--- config.mk ---
export PLATFORM = sky130hd
export DESIGN_NAME = pulse_period_meter
export DESIGN_NICKNAME = d
export VERILOG_FILES = /design/src/rtl/pulse_period_meter.sv
export SDC_FILE = /design/constraint.sdc
export NUM_CORES = 1
export LEC_CHECK = 0
export ABC_AREA = 1
export CORE_MARGIN = 4
export CORE_UTILIZATION = 50
export CTS_CLUSTER_DIAMETER = 100
export DETAILED_ROUTE_END_ITERATION = 12
export HOLD_SLACK_MARGIN = 0.03
export PLACE_DENSITY = 0.73
export SLEW_MARGIN = 30
export SYNTH_ARGS = -nofsm -noshare
export SYNTH_HDL_FRONTEND = slang
export SYNTH_SLANG_ARGS = --single-unit
--- constraint.sdc ---
create_clock -name clk -period 2.1 [get_ports clk]
set_clock_uncertainty 0.15 [all_clocks]
set_input_delay 0.42 -clock clk [delete_from_list [all_inputs] [get_ports clk]]
set_output_delay 0.42 -clock clk [all_outputs]
set_load 0.01 [all_outputs]
--- src/rtl/pulse_period_meter.sv ---
// Measures clk cycles between rising edges of pulse and hands each result out over valid/ack.
// Define PPM_MINMAX_EN to add min/max period tracking with clr_minmax.
module pulse_period_meter #(
  parameter int WIDTH = 16
) (
  input  logic             clk,
  input  logic             rst,
  input  logic             pulse,
  input  logic             enable,
  input  logic             ack,
`ifdef PPM_MINMAX_EN
  input  logic             clr_minmax,
  output logic [WIDTH-1:0] min_period,
  output logic [WIDTH-1:0] max_period,
`endif
  output logic [WIDTH-1:0] period,
  output logic             valid,
  output logic             overflow,
  output logic             missed
);

  localparam logic [WIDTH-1:0] CNT_MAX = '1;
  localparam logic [WIDTH-1:0] CNT_ONE = WIDTH'(1);

  typedef enum logic {
    IDLE,
    MEASURE
  } state_t;

  state_t           state, state_next;
  logic             pulse_d;
  logic             pulse_edge;
  logic [WIDTH-1:0] cnt, cnt_next;
  logic [WIDTH-1:0] period_next;
  logic             valid_next, overflow_next, missed_next;
  logic             sample_take, sample_drop;

  assign pulse_edge = pulse & ~pulse_d;

  always_ff @(posedge clk or negedge rst) begin
    if (!rst) begin
      state    <= IDLE;
      pulse_d  <= 1'b0;
      cnt      <= '0;
      period   <= '0;
      valid    <= 1'b0;
      overflow <= 1'b0;
      missed   <= 1'b0;
    end else begin
      state    <= state_next;
      pulse_d  <= pulse;
      cnt      <= cnt_next;
      period   <= period_next;
      valid    <= valid_next;
      overflow <= overflow_next;
      missed   <= missed_next;
    end
  end

  // A sample is taken whenever the previous result is gone or being acked this cycle.
  always_comb begin
    state_next    = state;
    cnt_next      = cnt;
    period_next   = period;
    valid_next    = valid;
    overflow_next = overflow;
    missed_next   = missed;
    sample_take   = 1'b0;
    sample_drop   = 1'b0;

    case (state)
      IDLE: begin
        cnt_next = '0;
        if (pulse_edge && enable) begin
          state_next = MEASURE;
          cnt_next   = CNT_ONE;
        end
      end
      MEASURE: begin
        if (!enable) begin
          state_next = IDLE;
          cnt_next   = '0;
        end else if (pulse_edge) begin
          cnt_next = CNT_ONE;
          if (!valid || ack) sample_take = 1'b1;
          else               sample_drop = 1'b1;
        end else if (cnt != CNT_MAX) begin
          cnt_next = cnt + CNT_ONE;
        end
      end
      default: begin
        state_next = IDLE;
        cnt_next   = '0;
      end
    endcase

    if (sample_take) begin
      period_next   = cnt;
      valid_next    = 1'b1;
      overflow_next = (cnt == CNT_MAX);
      missed_next   = 1'b0;
    end else if (sample_drop) begin
      missed_next = 1'b1;
    end else if (valid && ack) begin
      valid_next    = 1'b0;
      overflow_next = 1'b0;
      missed_next   = 1'b0;
    end
  end

`ifdef PPM_MINMAX_EN
  // A clear coinciding with an accepted sample seeds both extremes with that sample.
  always_ff @(posedge clk or negedge rst) begin
    if (!rst) begin
      min_period <= CNT_MAX;
      max_period <= '0;
    end else if (sample_take) begin
      if (clr_minmax) begin
        min_period <= cnt;
        max_period <= cnt;
      end else begin
        if (cnt < min_period) min_period <= cnt;
        if (cnt > max_period) max_period <= cnt;
      end
    end else if (clr_minmax) begin
      min_period <= CNT_MAX;
      max_period <= '0;
    end
  end
`endif

endmodule
# Word-level counts from Yosys, hierarchy flattened
# Index checks and enable logic that the tools add are counted.
[totals] output_inout_bits=19 regBits=37 mem_bits_rw=0 word_cells=44 input_bits=5 latchBits=0 n_memories=0 romBits=0
[classes] eq_ne=4 mul=0 order_cmp=0 bitwise_logic=3 div_mod_pow=0 muxes=22 addsub=1 shift=0 reduce_logical=7
[op_table] cell="16-bit 2-to-1 mux" count=3
[op_table] cell="16-bit one-hot mux with 2 select lines" count=1
[op_table] cell="1-bit 2-to-1 mux" count=17
[op_table] cell="16-bit by 1-bit adder with 16-bit output, second input constant" count=1
[op_table] cell="16-bit equality test, second input constant" count=1
[op_table] cell="16-bit != test, second input constant" count=1
[op_table] cell="4-bit by 2-bit != test with 1-bit output, second input constant" count=1
[op_table] cell="3-bit nonzero test" count=1
[op_table] cell="1-bit logical AND" count=2
[op_table] cell="2-bit != test, second input constant" count=1
[op_table] cell="1-bit inverter" count=2
[op_table] cell="1-bit one-hot mux with 2 select lines" count=1
[op_table] cell="2-bit AND reduction" count=1
[op_table] cell="2-bit nonzero test" count=1
[op_table] cell="1-bit bitwise AND" count=1
[op_table] cell="1-bit zero test" count=1
[op_table] cell="1-bit logical OR" count=1

# Longest topological paths before layout
# Gate-level depths: netlist of the first run.
[logic_depth] word_depth=8 mapped_depth=9 ltp_nobuf=9

# Worst setup path before layout of the first run
# No wires, ideal clock.
[synth_timing] path_type="register to register" startpoint="register cnt[1]" endpoint="register cnt[12]" synth_period_minus_slack_ns=1.537 arrival_ns=1.268 stages_incl_launch_ff=9 n_path_buf=0 required_ns=1.830 slack_ns=0.563 setup_time_ns=0.120 path_cell_list="dfrtp_1 ha_1 nand2_1 nor2_4 nand2_4 nor2_8 nand2_1 o21ai_0 nor2_1"
[synth_via] elab_chain_len=5 word_cells_on_any_way=7 classes_between="1 x add/sub; 2 x eq/ne; 4 x mux"
[synth_rtl] item="start, declared" line_no="33" text="logic [WIDTH-1:0] cnt, cnt_next;"
[synth_rtl] item="start signal, assigned" line_no="52" text="cnt <= cnt_next;"
[synth_rtl] item="16-bit by 1-bit adder with 16-bit output" line_no="88" text="cnt_next = cnt + CNT_ONE;"
[synth_rtl] item="16-bit 2-to-1 mux" line_no="87" text="end else if (cnt != CNT_MAX) begin"
[synth_rtl] item="16-bit 2-to-1 mux" line_no="83" text="end else if (pulse_edge) begin"
[synth_rtl] item="16-bit 2-to-1 mux" line_no="80" text="if (!enable) begin"
[synth_rtl] item="16-bit one-hot mux with 2 select lines" line_no="71" text="case (state)"
# Parallel ways exist; a longest one is shown, timed or not. The select of a mux whose other input is x is not followed.
# A chain may end at the register's enable or synchronous reset.

# Worst setup path in the final report of the first run
[layout_timing] startpoint="register period[14]" endpoint="output port period[14]"
[layout_lines] item="start, declared" line_no="16" text="output logic [WIDTH-1:0] period,"
[layout_lines] item="start signal, assigned" line_no="53" text="period <= period_next;"
# No word-level cell between the ends.

==> results of run 1 <==
[layout make-up]
| type | count | area (um^2) | area share (%) |
|---|---|---|---|
| flip-flops and latches | 37 | 926 | 41.3 |
| multi-input cells | 140 | 800 | 35.6 |
| repair buffers | 31 | 303 | 13.5 |
| inverters | 19 | 71.3 | 3.18 |
| clock buffers | 5 | 68.8 | 3.07 |
| well taps | 46 | 57.6 | 2.57 |
| clock inverters | 3 | 17.5 | 0.781 |
[how the worst max path moves through the flow]
| stage | start | end | slack [ns] | cells past startpoint |
|---|---|---|---|---|
| global route | cnt[1] | cnt[14] | 0.17 | 8 |
| finish | period[14] | period[14] | 0.31 | 1 |
| global placement | enable | period[15] | 0.10 | 5 |
| detailed placement | enable | period[9] | 0.02 | 7 |
| floorplan | cnt[1] | cnt[12] | 0.56 | 8 |
| CTS | period[7] | period[7] | 0.31 | 1 |
[registers in the layout (all words and copies together), names as in the netlist]
signal	cells
overflow	1
cnt	16
pulse_d	1
period	16
missed	1
state	1
valid	1
[report_power, final]
group          leakage, uW  internal, uW  switching, uW
Clock            0.0000439           229            254
Combinational     0.000459          47.2           49.4
Sequential        0.000511           726           9.28
[metal layers]
layer	part of all wire, %	routed length (um)
met4	2.0	77
met1	46	1730
met2	48	1790
met5	0	0
met3	4.3	161
[placed cells by master (no fill, tap or decap), drive strengths merged]
master         instances
clkbuf                 5
mux2                   7
nand4                  3
o21ai                 19
a22oi                  1
o211a                  1
clkdlybuf4s50         23
nor2                  29
clkinv                 2
a21boi                 3
nor3                   1
dfrtp                 37
nand3                 13
a31oi                  2
nand2                 54
a21oi                  5
clkinvlp               1
buf                    8
nand3b                 1
inv                   19
ha                     1
[logic make-up (layout without fill, tap and decap cells)]
logic type | Yosys count | after routing
AOI/OAI and AO/OA | 31 | 31
buffers and inverters | 23 | 58
DFF | 37 | 37
muxes | 7 | 7
and+or+nand+nor | 101 | 101
adders and majority gates | 1 | 1
[metrics by stage]
stage	std cells	worst slack, ns	total power, uW	hold slack (ns)	util, %
after floorplan	200	0.563	789	-0.0256	-
after global placement	273	0.103	846	0.318	62.7
after detailed placement	273	0.0228	847	0.329	62.7
after CTS	281	0.309	1320	0.346	65.2
after global routing	281	0.170	1370	0.364	65.2
final	281	0.313	1310	0.343	65.2
==> impl_metrics.json, run 1 <==
{
  "relSlewSlack_pct": 68.8,
  "synth.distinct_cells": 26,
  "worstPathArrival_ns": 1.22,
  "crit_slowest_cell": "clkdlybuf4s50_1",
  "synth_compound_area_share_pct": 9.41,
  "timing.rr.start": "cnt[1]",
  "fin_crit_sh_pct": 85.1,
  "syn_avg_cell_area_um2": 9.17,
  "critPathBufInv": 1,
  "synthArstFlopShare_pct": 100,
  "fin_nets": 240,
  "final_layout_size_suffix_gt1_share_pct": 17.9,
  "ys_warn_count": 0,
  "hold_end": "period[2]",
  "grt_usage_pct": 18.7,
  "routed_wl_mm": 3.77,
  "ys_ff_latch": 37,
  "rsz0062_at_grt": "false",
  "min-delay-path-class": "flip-flop to flip-flop",
  "drc_errors": 0,
  "grt_max_degree": 38,
  "antenna_found_initial": 0,
  "synth_top_area_share_pct": 50.5,
  "dr_total_vias": 1444,
  "cp-start-kind": "flip-flop",
  "fp-row-count": 21,
  "cp.required_ns": 1.53,
  "grt_pass1_vias": 1402,
  "overflow": 0,
  "ys_top_cells_by_area": "dfrtp_1 50%, nand2_1 9.8%, mux2_4 5.7%",
  "cts_resized": 0,
  "cts.sinks": 37,
  "peakVddDrop_v": 0.000313,
  "grtUsageMet1_pct": 25.0,
  "first_pass_iters": 4,
  "synth_top_family_by_area": "simple AND/OR/NAND/NOR gates",
  "synth_top_area_cell": "dfrtp_1",
  "reg2regPathDepth": 8,
  "cts_root_buf": "clkbuf_8",
  "grt_pass1_wl_mm": 6.33,
  "whs_path_depth": 2,
  "synth-edff-count": 0,
  "synthTopCellsByCount": "48 x nand2_1, 37 x dfrtp_1, 19 x nor2_1, 17 x inv_1",
  "cts_setup_buffers": 0,
  "worstSetupPathType": "flip-flop to primary output",
  "r2r-end": "cnt[14]",
  "tightest_slew_ns": 0.469,
  "synth-seq-area-share_pct": 50.5,
  "synth-simple-area-share_pct": 27.8,
  "clk_path_buf_depth": 2,
  "crit_path_max_incr_delay_ns": 0.55,
  "cts_tree": "built",
  "cp_cell_sequence": "clkdlybuf4s50_1",
  "ant_nets": 0,
  "met3_usage_pct": 4.86,
  "fin_tns_setup_ns": 0,
  "via_per_inst": 5.14,
  "cp_top_family": "buffers and inverters",
  "drv_cap": 0,
  "max_freq_mhz": 560,
  "cts_hold_buf": 0,
  "n_fill_cell": 294,
  "fp.dieW_um": 68.6,
  "place.gp.congestion": 0.880,
  "power_leakage_uw": 0.00101,
  "hp-start": "period[2]",
  "cp_max_fo": 2,
  "coreArea_um2": 3440,
  "drt_iter0_drc": 116,
  "synth_ff_type": "dfrtp_1",
  "setup_viol": 0,
  "ios": 24,
  "start_util_pct": 53.3,
  "final_area_um2": 2240,
  "power_density_nw_per_um2": 586,
  "slew_viol_final": 0,
  "reg2reg_slack_ns": 0.33,
  "place_hpwl_mm": 2.85,
  "grtUsageMet2_pct": 29.0,
  "synth_mux_area_share_pct": 5.73,
  "final_hold_viol_count": 0,
  "cp-end-kind": "primary output",
  "synth_fa_ha_area_share_pct": 0.682,
  "die_h_um": 68.6,
  "htreeDepth": 2,
  "port_buffers": 23,
  "min_period_ns": 1.79,
  "area_delta_synth_final_pct": 22.3,
  "syn_area_um2": 1830,
  "cts_buffers": 5,
  "insertion_delay_ns": 0.29,
  "outcome": "completed",
  "busiest_layer": "met2",
  "wl_per_cell_um": 13.4,
  "die_area_um2": 4700,
  "synth_xor_area_share_pct": 0,
  "post-synth-top-count-cell": "nand2_1",
  "diodes": 0,
  "clkTransAtPathRegs_ns": 0.08,
  "syn_nets": 206,
  "place_area_um2": 2160,
  "syn-instance-count": 200
}
(Power assumes the default switching activity.)
==> inputs of run 2 (changes only) <==
==> constraint.sdc (replaced) <==
create_clock -name clk -period 1.8 [get_ports clk]
set_clock_uncertainty 0.15 [all_clocks]
set_input_delay 0.36 -clock clk [delete_from_list [all_inputs] [get_ports clk]]
set_output_delay 0.36 -clock clk [all_outputs]
set_load 0.01 [all_outputs]
==> impl_metrics.json, run 2 (same netlist as run 1, synthesis figures left out) <==
{
  "swShare_pct": 21.5,
  "power_density_nw_per_um2": 740,
  "max_freq_mhz": 581,
  "cp_max_fo": 2,
  "area_delta_synth_final_pct": 27.8,
  "final_common_cell": "nand2_1",
  "p_seq_share_pct": 49.5,
  "reg2reg_slack_ns": 0.15,
  "drc_errors": 0,
  "dr_total_vias": 1501,
  "port_buffers": 23,
  "fin_total_pwr_uw": 1730,
  "cts_resized": 0,
  "power_leakage_uw": 0.00106,
  "cts_buffers": 5,
  "fp.dieW_um": 68.6,
  "top_layer_used": "met4",
  "fin_tns_setup_ns": 0,
  "grt_max_degree": 38,
  "fin_nets": 244,
  "cp.required_ns": 1.29,
  "start_util_pct": 53.3,
  "cts_root_buf": "clkbuf_8",
  "fp-row-count": 21,
  "cp-start-kind": "flip-flop",
  "tightest_slew_ns": 0.272,
  "cts_setup_buffers": 0,
  "cp_cell_sequence": "clkdlybuf4s50_1",
  "met1Wirelength_mm": 1.80,
  "clk_path_buf_depth": 2,
  "coreArea_um2": 3440,
  "crit_slowest_cell": "clkdlybuf4s50_1",
  "place_hpwl_mm": 2.94,
  "grt_pass1_wl_mm": 7.00,
  "clkTransAtPathRegs_ns": 0.07,
  "final_area_um2": 2340,
  "drt_iter0_drc": 69,
  "final_hold_viol_count": 0,
  "dr_wl_met3_um": 272,
  "wl_met2_mm": 1.91,
  "overflow": 0,
  "wl_per_cell_um": 14.2,
  "setup_viol": 0,
  "slew_viol_final": 0,
  "final_cell_mix": "48 x nand2_1, 37 x dfrtp_1, 23 x clkdlybuf4s50_1",
  "drv_cap": 0,
  "insertion_delay_ns": 0.29,
  "place_area_um2": 2210,
  "outcome": "completed",
  "grt_usage_pct": 20.9,
  "first_pass_iters": 4,
  "grt_pass1_vias": 1504,
  "cts_hold_buf": 0,
  "fin_crit_sh_pct": 95.6,
  "cp-end-kind": "primary output",
  "cts.sinks": 37,
  "min-delay-path-class": "input port to asynchronous set/reset pin",
  "critPathBufInv": 1,
  "cts_tree": "built",
  "routed_wl_mm": 4.04,
  "worstPathArrival_ns": 1.21,
  "antenna_found_initial": 0,
  "place.gp.congestion": 0.960,
  "via_per_inst": 5.27,
  "ant_nets": 0,
  "crit_path_max_incr_delay_ns": 0.55,
  "die_area_um2": 4700,
  "peakVddDrop_v": 0.000506,
  "htreeDepth": 2,
  "worstSetupPathType": "flip-flop to primary output",
  "relSlewSlack_pct": 81.9,
  "min_period_ns": 1.72,
  "diodes": 0,
  "final_layout_size_suffix_gt1_share_pct": 19.7,
  "ios": 24,
  "internal-power_uw": 1360,
  "clkPwrFrac_pct": 43.3,
  "comb_power_share_pct": 7.3,
  "rsz0062_at_grt": "false",
  "die_h_um": 68.6,
  "net-switching-power_uw": 373,
  "cp_top_family": "buffers and inverters",
  "top_regs": "cnt x16, period x16"
}
[run 2: worst paths after layout]
check,cells past startpoint,to,start
setup / recovery,1,period[15],period[15]
setup reg to reg,8,cnt[14],cnt[1]
min in group clk,2,period[9],period[9]
hold / removal,2,pulse_d,rst
max in group asynchronous,2,period[12],rst
hold reg to reg,2,period[9],period[9]
[run 2: area by class of cell]
class,count,area [um^2]
Clock buffer,6,82.6
Clock inverter,2,37.5
Fill cell,258,1100
Inverter,19,71.3
Multi-Input combinational cell,140,812
Sequential cell,37,926
Tap cell,46,57.6
Timing Repair Buffer,35,358
[run 2: power groups by stage]
stage | Sequential (uW) | Clock [uW] | Combinational, uW
after floorplan | 879 | 0 | 42.3
after global placement | 873 | 0 | 123
after detailed placement | 873 | 0 | 126
after CTS | 857 | 761 | 127
after global routing | 859 | 802 | 141
final | 858 | 750 | 126
[run 2: metrics by stage]
stage	setup slack (ns)	hold slack [ns]	utilization, %	instances
floorplan	0.263	-0.0856	-	200
global placement	-0.0258	0.316	64.3	277
detailed placement	-0.0744	0.331	64.3	277
CTS	0.0544	0.288	67.8	285
global route	0.0189	0.291	68.1	285
finish	0.0789	0.282	68.1	285
[run 2: layer usage]
metal | global-route usage, % | up-vias
met1 | 27.3 | 716
met5 | 0 | -
met4 | 9.93 | 0
li1 | - | 726
met3 | 6.00 | 4
met2 | 31.8 | 55
==> inputs of run 3 (changes only) <==
--- a/config.mk
+++ b/config.mk
@@ -11,7 +11,8 @@
 export CTS_CLUSTER_DIAMETER = 100
 export DETAILED_ROUTE_END_ITERATION = 12
 export HOLD_SLACK_MARGIN = 0.03
-export PLACE_DENSITY = 0.73
+export PLACE_DENSITY = 0.7
+export REMOVE_ABC_BUFFERS = 1
 export SLEW_MARGIN = 30
 export SYNTH_ARGS = -nofsm -noshare
 export SYNTH_HDL_FRONTEND = slang
==> impl_metrics.json, run 3 (same netlist as run 1, synthesis figures left out) <==
{
  "dp_cells": 278,
  "grt_max_degree": 38,
  "fp-row-count": 21,
  "cp_top_family": "buffers and inverters",
  "routed_wl_mm": 3.73,
  "antenna_found_initial": 0,
  "cp-end-kind": "primary output",
  "final_cells": 285,
  "final_cell_mix": "48 x nand2_1, 37 x dfrtp_1, 23 x clkdlybuf4s50_1",
  "final_core_util_pct": 67.9,
  "relSlewSlack_pct": 81.0,
  "diodes": 0,
  "crit_path_max_incr_delay_ns": 0.55,
  "comb_power_share_pct": 8.4,
  "cts_hold_buf": 0,
  "cp_cell_sequence": "clkdlybuf4s50_1",
  "peakVddDrop_v": 0.000571,
  "ant_nets": 0,
  "reg2reg_slack_ns": 0.17,
  "p_seq_share_pct": 54.9,
  "cp.depth": 1,
  "top_regs": "cnt x16, period x16",
  "htreeDepth": 2,
  "power_density_nw_per_um2": 669,
  "place.gp.congestion": 0.796,
  "slew_viol_final": 0,
  "cp.required_ns": 1.29,
  "worstPathArrival_ns": 1.21,
  "via_per_inst": 5.01,
  "min_period_ns": 1.72,
  "cts.sinks": 37,
  "timing.rr.start": "cnt[1]",
  "clkPwrFrac_pct": 36.8,
  "cp_max_fo": 3,
  "grt_usage_pct": 19.6,
  "grt_pass1_vias": 1539,
  "r2r-end": "cnt[14]",
  "drv_cap": 0,
  "die_h_um": 68.6,
  "cts_resized": 0,
  "first_pass_iters": 4,
  "final_layout_size_suffix_gt1_share_pct": 19.7,
  "reg2regPathDepth": 8,
  "overflow": 0,
  "clkTransAtPathRegs_ns": 0.07,
  "max_freq_mhz": 582,
  "ios": 24,
  "rsz0062_at_grt": "false",
  "fin_crit_sh_pct": 95.5,
  "cts_tree": "built",
  "cts_setup_buffers": 0,
  "final_hold_viol_count": 0,
  "cts_root_buf": "clkbuf_8",
  "dp_slack_ns": -0.109,
  "tightest_slew_ns": 0.284,
  "fin_tns_setup_ns": 0,
  "coreArea_um2": 3440,
  "swShare_pct": 21.9,
  "drc_errors": 0,
  "fin_nets": 245,
  "worstSetupPathType": "flip-flop to primary output",
  "start_util_pct": 53.3,
  "drt_iter0_drc": 54,
  "power_leakage_uw": 0.00106,
  "wl_per_cell_um": 13.1,
  "cts_buffers": 5,
  "clk_path_buf_depth": 2,
  "internal-power_uw": 1220,
  "min-delay-path-class": "input port to asynchronous set/reset pin",
  "crit_slowest_cell": "clkdlybuf4s50_1",
  "grt_pass1_wl_mm": 6.71,
  "critPathBufInv": 1,
  "area_delta_synth_final_pct": 27.4,
  "dr_total_vias": 1428,
  "worst_slack_ns": 0.0808,
  "outcome": "completed",
  "final_area_um2": 2340,
  "port_buffers": 23,
  "final_common_cell": "nand2_1",
  "place_area_um2": 2240,
  "n_fill_cell": 273,
  "net-switching-power_uw": 343,
  "die_area_um2": 4700,
  "insertion_delay_ns": 0.29,
  "fp.dieW_um": 68.6,
  "setup_viol": 0,
  "cp-start-kind": "flip-flop",
  "place_hpwl_mm": 2.84
}
run 3: layout make-up:
type                    instances  area, um^2  share of cell area (%)
repair buffers                 36         390                    16.7
flip-flops and latches         37         926                    39.6
inverters                      19        71.3                    3.05
well taps                      46        57.6                    2.46
multi-input cells             140         805                    34.4
clock buffers                   7        86.3                    3.70
run 3: worst max path at each step:
stage                 from    endpoint
floorplan           cnt[1]     cnt[12]
global placement    enable   period[7]
detailed placement  enable  period[14]
CTS                  valid       valid
global route        cnt[1]     cnt[14]
finish               valid       valid
run 3: metal layers:
metal / track usage (%) / routed length [um] / vias to the layer above
li1: - / - / 730
met3: 4.86 / 125 / 8
met5: 0 / 0 / -
met4: 8.93 / 69 / 0
met2: 32.5 / 1800 / 19
met1: 23.8 / 1730 / 671
run 3: per-stage QoR:
stage	total power (uW)	hold WS [ns]
floorplan	917	-0.0856
global placement	1000	0.317
detailed placement	1010	0.335
CTS	1590	0.303
global route	1640	0.307
finish	1560	0.294
run 3: power by group through the flow:
| stage | Combinational (uW) | Clock, uW | Sequential [uW] |
|---|---|---|---|
| 2_1_floorplan | 38.1 | 0 | 879 |
| 4_1_cts | 133 | 595 | 857 |
| 5_1_grt | 144 | 639 | 858 |
| 3_5_place_dp | 133 | 0 | 872 |
| 3_3_place_gp | 131 | 0 | 872 |
| 6_report | 130 | 574 | 857 |
